### config.mk
export PLATFORM = sky130hd
export DESIGN_NAME = sound_frame_seq_flat
export DESIGN_NICKNAME = d
export VERILOG_FILES = /design/src/rtl/sound_frame_seq_if.sv /design/src/rtl/sound_frame_seq.sv /design/src/flat_wrapper.sv
export SDC_FILE = /design/constraint.sdc
export NUM_CORES = 1
export LEC_CHECK = 0
export CORE_AREA = 2 2 51 53
export DETAILED_ROUTE_END_ITERATION = 16
export DIE_AREA = 0 0 53 55
export GPL_TIMING_DRIVEN = 1
export PLACE_DENSITY = 0.67
export SKIP_CTS_REPAIR_TIMING = 1
export SYNTH_ARGS = -nofsm -noshare
export SYNTH_HDL_FRONTEND = slang
export SYNTH_SLANG_ARGS = --single-unit
export TNS_END_PERCENT = 50
### constraint.sdc
create_clock -name clk -period 1.7 [get_ports clk]
set_input_delay 0.17 -clock clk [delete_from_list [all_inputs] [get_ports clk]]
set_output_delay 0.17 -clock clk [all_outputs]
set_load 0.01 [all_outputs]
### src/rtl/sound_frame_seq_if.sv
// Strobe bus between the APU frame sequencer and the channel units.
// The sequencer takes the master side; the channel blocks listen on the slave side.
interface sound_frame_seq_if;
  logic       apu_en;
  logic       div_bit;
  logic       frame_tick;
  logic       clk_length;
  logic       clk_sweep;
  logic       clk_vol_env;
  logic [2:0] step;

  modport master (
    input  apu_en,
    input  div_bit,
    output frame_tick,
    output clk_length,
    output clk_sweep,
    output clk_vol_env,
    output step
  );

  modport slave (
    output apu_en,
    output div_bit,
    input  frame_tick,
    input  clk_length,
    input  clk_sweep,
    input  clk_vol_env,
    input  step
  );
endinterface

### src/rtl/sound_frame_seq.sv
// APU frame sequencer: 512 Hz tick stepping an 8-position table of length/sweep/envelope strobes.
// Define FRAME_SEQ_EXT_DIV_EN to tick on falling edges of the timer DIV bit instead of the prescaler.
module sound_frame_seq #(
  parameter int CLK_DIV = 8192
) (
  input logic               clk,
  input logic               rst,
  sound_frame_seq_if.master bus
);

  typedef enum logic [2:0] {
    STEP0, STEP1, STEP2, STEP3, STEP4, STEP5, STEP6, STEP7
  } step_t;

  step_t step_q;
  logic  tick;
  logic  frame_tick_q;
  logic  clk_length_q;
  logic  clk_sweep_q;
  logic  clk_vol_env_q;

`ifdef FRAME_SEQ_EXT_DIV_EN
  localparam int UNUSED_CLK_DIV = CLK_DIV;

  logic div_prev;

  // The DIV bit is tracked even while the APU is off so re-enabling never sees a stale edge.
  always_ff @(posedge clk or posedge rst) begin
    if (rst) begin
      div_prev <= 1'b0;
    end else begin
      div_prev <= bus.div_bit;
    end
  end

  assign tick = bus.apu_en & div_prev & ~bus.div_bit;
`else
  localparam logic [15:0] LAST_COUNT = 16'(CLK_DIV - 1);

  logic [15:0] prescaler;
  logic        unused_div_bit;

  assign unused_div_bit = bus.div_bit;

  always_ff @(posedge clk or posedge rst) begin
    if (rst) begin
      prescaler <= '0;
    end else if (!bus.apu_en || tick) begin
      prescaler <= '0;
    end else begin
      prescaler <= prescaler + 16'd1;
    end
  end

  assign tick = bus.apu_en && (prescaler == LAST_COUNT);
`endif

  // Strobes default low every cycle, so each one is high for exactly the cycle after its tick.
  always_ff @(posedge clk or posedge rst) begin
    if (rst) begin
      step_q        <= STEP0;
      frame_tick_q  <= 1'b0;
      clk_length_q  <= 1'b0;
      clk_sweep_q   <= 1'b0;
      clk_vol_env_q <= 1'b0;
    end else begin
      frame_tick_q  <= 1'b0;
      clk_length_q  <= 1'b0;
      clk_sweep_q   <= 1'b0;
      clk_vol_env_q <= 1'b0;
      if (!bus.apu_en) begin
        step_q <= STEP0;
      end else if (tick) begin
        step_q        <= step_t'(step_q + 3'd1);
        frame_tick_q  <= 1'b1;
        clk_length_q  <= ~step_q[0];
        clk_sweep_q   <= (step_q == STEP2) || (step_q == STEP6);
        clk_vol_env_q <= (step_q == STEP7);
      end
    end
  end

  assign bus.frame_tick  = frame_tick_q;
  assign bus.clk_length  = clk_length_q;
  assign bus.clk_sweep   = clk_sweep_q;
  assign bus.clk_vol_env = clk_vol_env_q;
  assign bus.step        = step_q;

endmodule

### src/flat_wrapper.sv
// flat-port wrapper written by rule: the top's interface ports become plain ports
module sound_frame_seq_flat 
#(
  parameter int CLK_DIV = 8192
)
  (clk, rst, bus_apu_en, bus_div_bit, bus_frame_tick, bus_clk_length, bus_clk_sweep, bus_clk_vol_env, bus_step);
  sound_frame_seq_if bus_i ();
  input logic clk;
  input logic rst;
  input wire logic [$bits(bus_i.apu_en)-1:0] bus_apu_en;
  input wire logic [$bits(bus_i.div_bit)-1:0] bus_div_bit;
  output wire logic [$bits(bus_i.frame_tick)-1:0] bus_frame_tick;
  output wire logic [$bits(bus_i.clk_length)-1:0] bus_clk_length;
  output wire logic [$bits(bus_i.clk_sweep)-1:0] bus_clk_sweep;
  output wire logic [$bits(bus_i.clk_vol_env)-1:0] bus_clk_vol_env;
  output wire logic [$bits(bus_i.step)-1:0] bus_step;
  assign bus_i.apu_en = bus_apu_en;
  assign bus_i.div_bit = bus_div_bit;
  assign bus_frame_tick = bus_i.frame_tick;
  assign bus_clk_length = bus_i.clk_length;
  assign bus_clk_sweep = bus_i.clk_sweep;
  assign bus_clk_vol_env = bus_i.clk_vol_env;
  assign bus_step = bus_i.step;
  sound_frame_seq #(.CLK_DIV(CLK_DIV)) u_core (.clk(clk), .rst(rst), .bus(bus_i));
endmodule
==> metrics <==
Cell Count, Final, Fillers Out=155; H-tree depth=1; vias in the first global route=751; count leader, synth=dfrtp_1; CP Max Fanout=7; internal power=662 uW; total CTS buffers=3; Post-synth EDFFs=0; Synthesized Nets=107; switching power=195 uW; Chip Width=53 microns; yosys warns=0; FF+latch area=576 sq um; HP Class=in -> async; clock skew=0.00622 ns; Final Core Density=0.581; area occupied by multi-input gates=499 sq um; Max clock buf depth=2; Pre-Repair DR Iteration Count=5; sequential fraction of design power=0.652; Avg Synthesized Cell Area=11.0 sq um; DRT iter0 DRCs=16; RSZ-0062 raised after global routing=yes; GR Util All Layers=0.152; final worst path period need=1.63 ns; WS Path Type=reg -> reg; Core ar.=2360 sq um; Boundary Pins=11; DRT Wirelength=1900 microns; cell count after synthesis=99; sequential-to-total area share from yosys stat=0.528; RePlAce Congestion=0.788; Max VDD drop=0.000423 V; cell row count=18; # setup viols final=0; HPWL after detailed placement=1430 microns; setup ws final=0.0711 ns; fill count=202; Syn Std Cell Area=1090 sq um; most frequent cells after synthesis=dfrtp_1, nor2_1, xor2_1; clock network fraction of design power=0.293; share of layout cells above drive strength 1=0.192; Remaining DRCs=0; max-slew violations=0; Vias=770; PwrDens=624 nW/um^2; crit start category=flip-flop; CTS tree=built; Peak Freq=614 MHz; final antenna-violating net count=0; arrival time at the worst endpoint=1.84 ns; area delta synth->final=26.1%; Sw Share=0.228; Place WS=-0.0127 ns; Initial Utilization=0.461; Hold Violations, Final=0; Tightest Pin Transition=0.292 ns; Skew-Pair Late Insertion Delay=0.31 ns; grt ovf=0; Static Leakage=0.000649 uW; Main synth FF type=dfrtp_1; first-pass GRT wire length=3170 microns; Final Cycle Share=0.958; maxcap violations=0; Req. time, crit path=1.91 ns; largest net degree at the start of global routing=24; Final nets=134; DR vias/cell=4.97; relative max-transition margin=0.805; asr flop ratio synth=1.00; CP Capture Type=flip-flop; ANT cells=0; post-synth top area cell=dfrtp_1; Sink Count=23; outcome=completed; Yosys reg bits=23; initial antenna violation count=0; combinational share of power=0.056; DR WL/cell=12.3 microns; Placed Cells incl. Taps=148; top-area cell type share of the netlist area=0.528; DIE AREA=2920 sq um; Reg clk slew, reported paths=0.13 ns; Clk Tree Root Cell=clkbuf_4; Die Y=55 microns; top post-synthesis cells by area=dfrtp_1, xor2_1, ha_1; post-synthesis cell type count=26; port buffer count=9
==> through the flow <==
step / total power (uW) / instance area, sq um / setup TNS (ns) / hold WS [ns]
2_1_floorplan: 594 / 1090 / -0.398 / 0.172
3_3_place_gp: 615 / 1310 / 0 / 0.521
3_5_place_dp: 616 / 1310 / -0.0127 / 0.530
4_1_cts: 870 / 1330 / -0.0396 / 0.176
5_1_grt: 900 / 1370 / -0.0638 / 0.201
6_report: 857 / 1370 / 0 / 0.169
==> worst max-delay path, stage by stage, from the launching register on <==
cell and delay (ns):
dfrtp_1 0.40, or4b_4 0.55, nor4_4 0.17, buf_6 0.16, mux2i_1 0.19, nor2b_1 0.06
==> layer usage <==
layer	track usage	wire length, microns	vias up
met2	0.273	962	11
li1	-	-	392
met4	0.0641	17	0
met5	0	0	-
met3	0.0242	45	2
met1	0.182	879	365
==> power by group through the flow <==
stage,clock network [uW],registers (uW),logic (uW)
2_1_floorplan,0,567,26.5
3_3_place_gp,0,567,47.1
3_5_place_dp,0,568,48.2
4_1_cts,264,558,48.3
5_1_grt,286,559,55.1
6_report,251,558,47.7
==> area by class of cell <==
class / count / area share
repair buffers: 24 / 0.159
clock buffers: 3 / 0.0164
multi-input cells: 70 / 0.363
inverters: 4 / 0.0109
clock inverters: 1 / 0.00364
well taps: 30 / 0.0273
flip-flops and latches: 23 / 0.419
==> cells by family after synthesis <==
kind of cell / Yosys count / synth area share
and+or+nand+nor: 46 / 0.247
DFF: 23 / 0.528
xor gates and xnor gates: 12 / 0.0964
AOI/OAI and AO/OA: 6 / 0.0367
buffers and inverters: 6 / 0.0275
adders and majority gates: 4 / 0.0459
muxes: 2 / 0.0184
==> cells in the final DEF, fill, tap and decap left out, types with 2 or more instances in the layout <==
cell type,instances
nand4_1,4
nor2_1,12
xor2_1,9
nand3_1,4
or3_1,2
dfrtp_1,23
o21ai_0,2
clkbuf_4,3
mux2i_1,2
and4_1,3
nor3_1,2
nand2_1,4
ha_1,3
clkdlybuf4s50_1,9
nand2b_1,2
xnor2_1,3
buf_4,13
inv_1,4
and2_1,4
and3_1,4
==> worst paths after layout <==
check | cells after the start | slack [ns] | to | start
max reg2reg | 5 | 0.07 | u_core.bus.step[2] | u_core.prescaler[13]
min in group clk | 2 | 0.55 | u_core.prescaler[0] | u_core.prescaler[0]
min | 3 | 0.17 | u_core.bus.step[0] | rst
min reg2reg | 2 | 0.55 | u_core.prescaler[0] | u_core.prescaler[0]
max in group asynchronous | 3 | 1.29 | u_core.prescaler[1] | rst
max | 5 | 0.07 | u_core.bus.step[2] | u_core.prescaler[13]
==> sequential cells by signal, summed over array words and instances (netlist names) <==
signal and flops:
u_core.bus.frame_tick 1, u_core.prescaler 16, u_core.bus.clk_length 1, u_core.bus.step 3, u_core.bus.clk_sweep 1, u_core.bus.clk_vol_env 1
(Power assumes the default switching activity.)
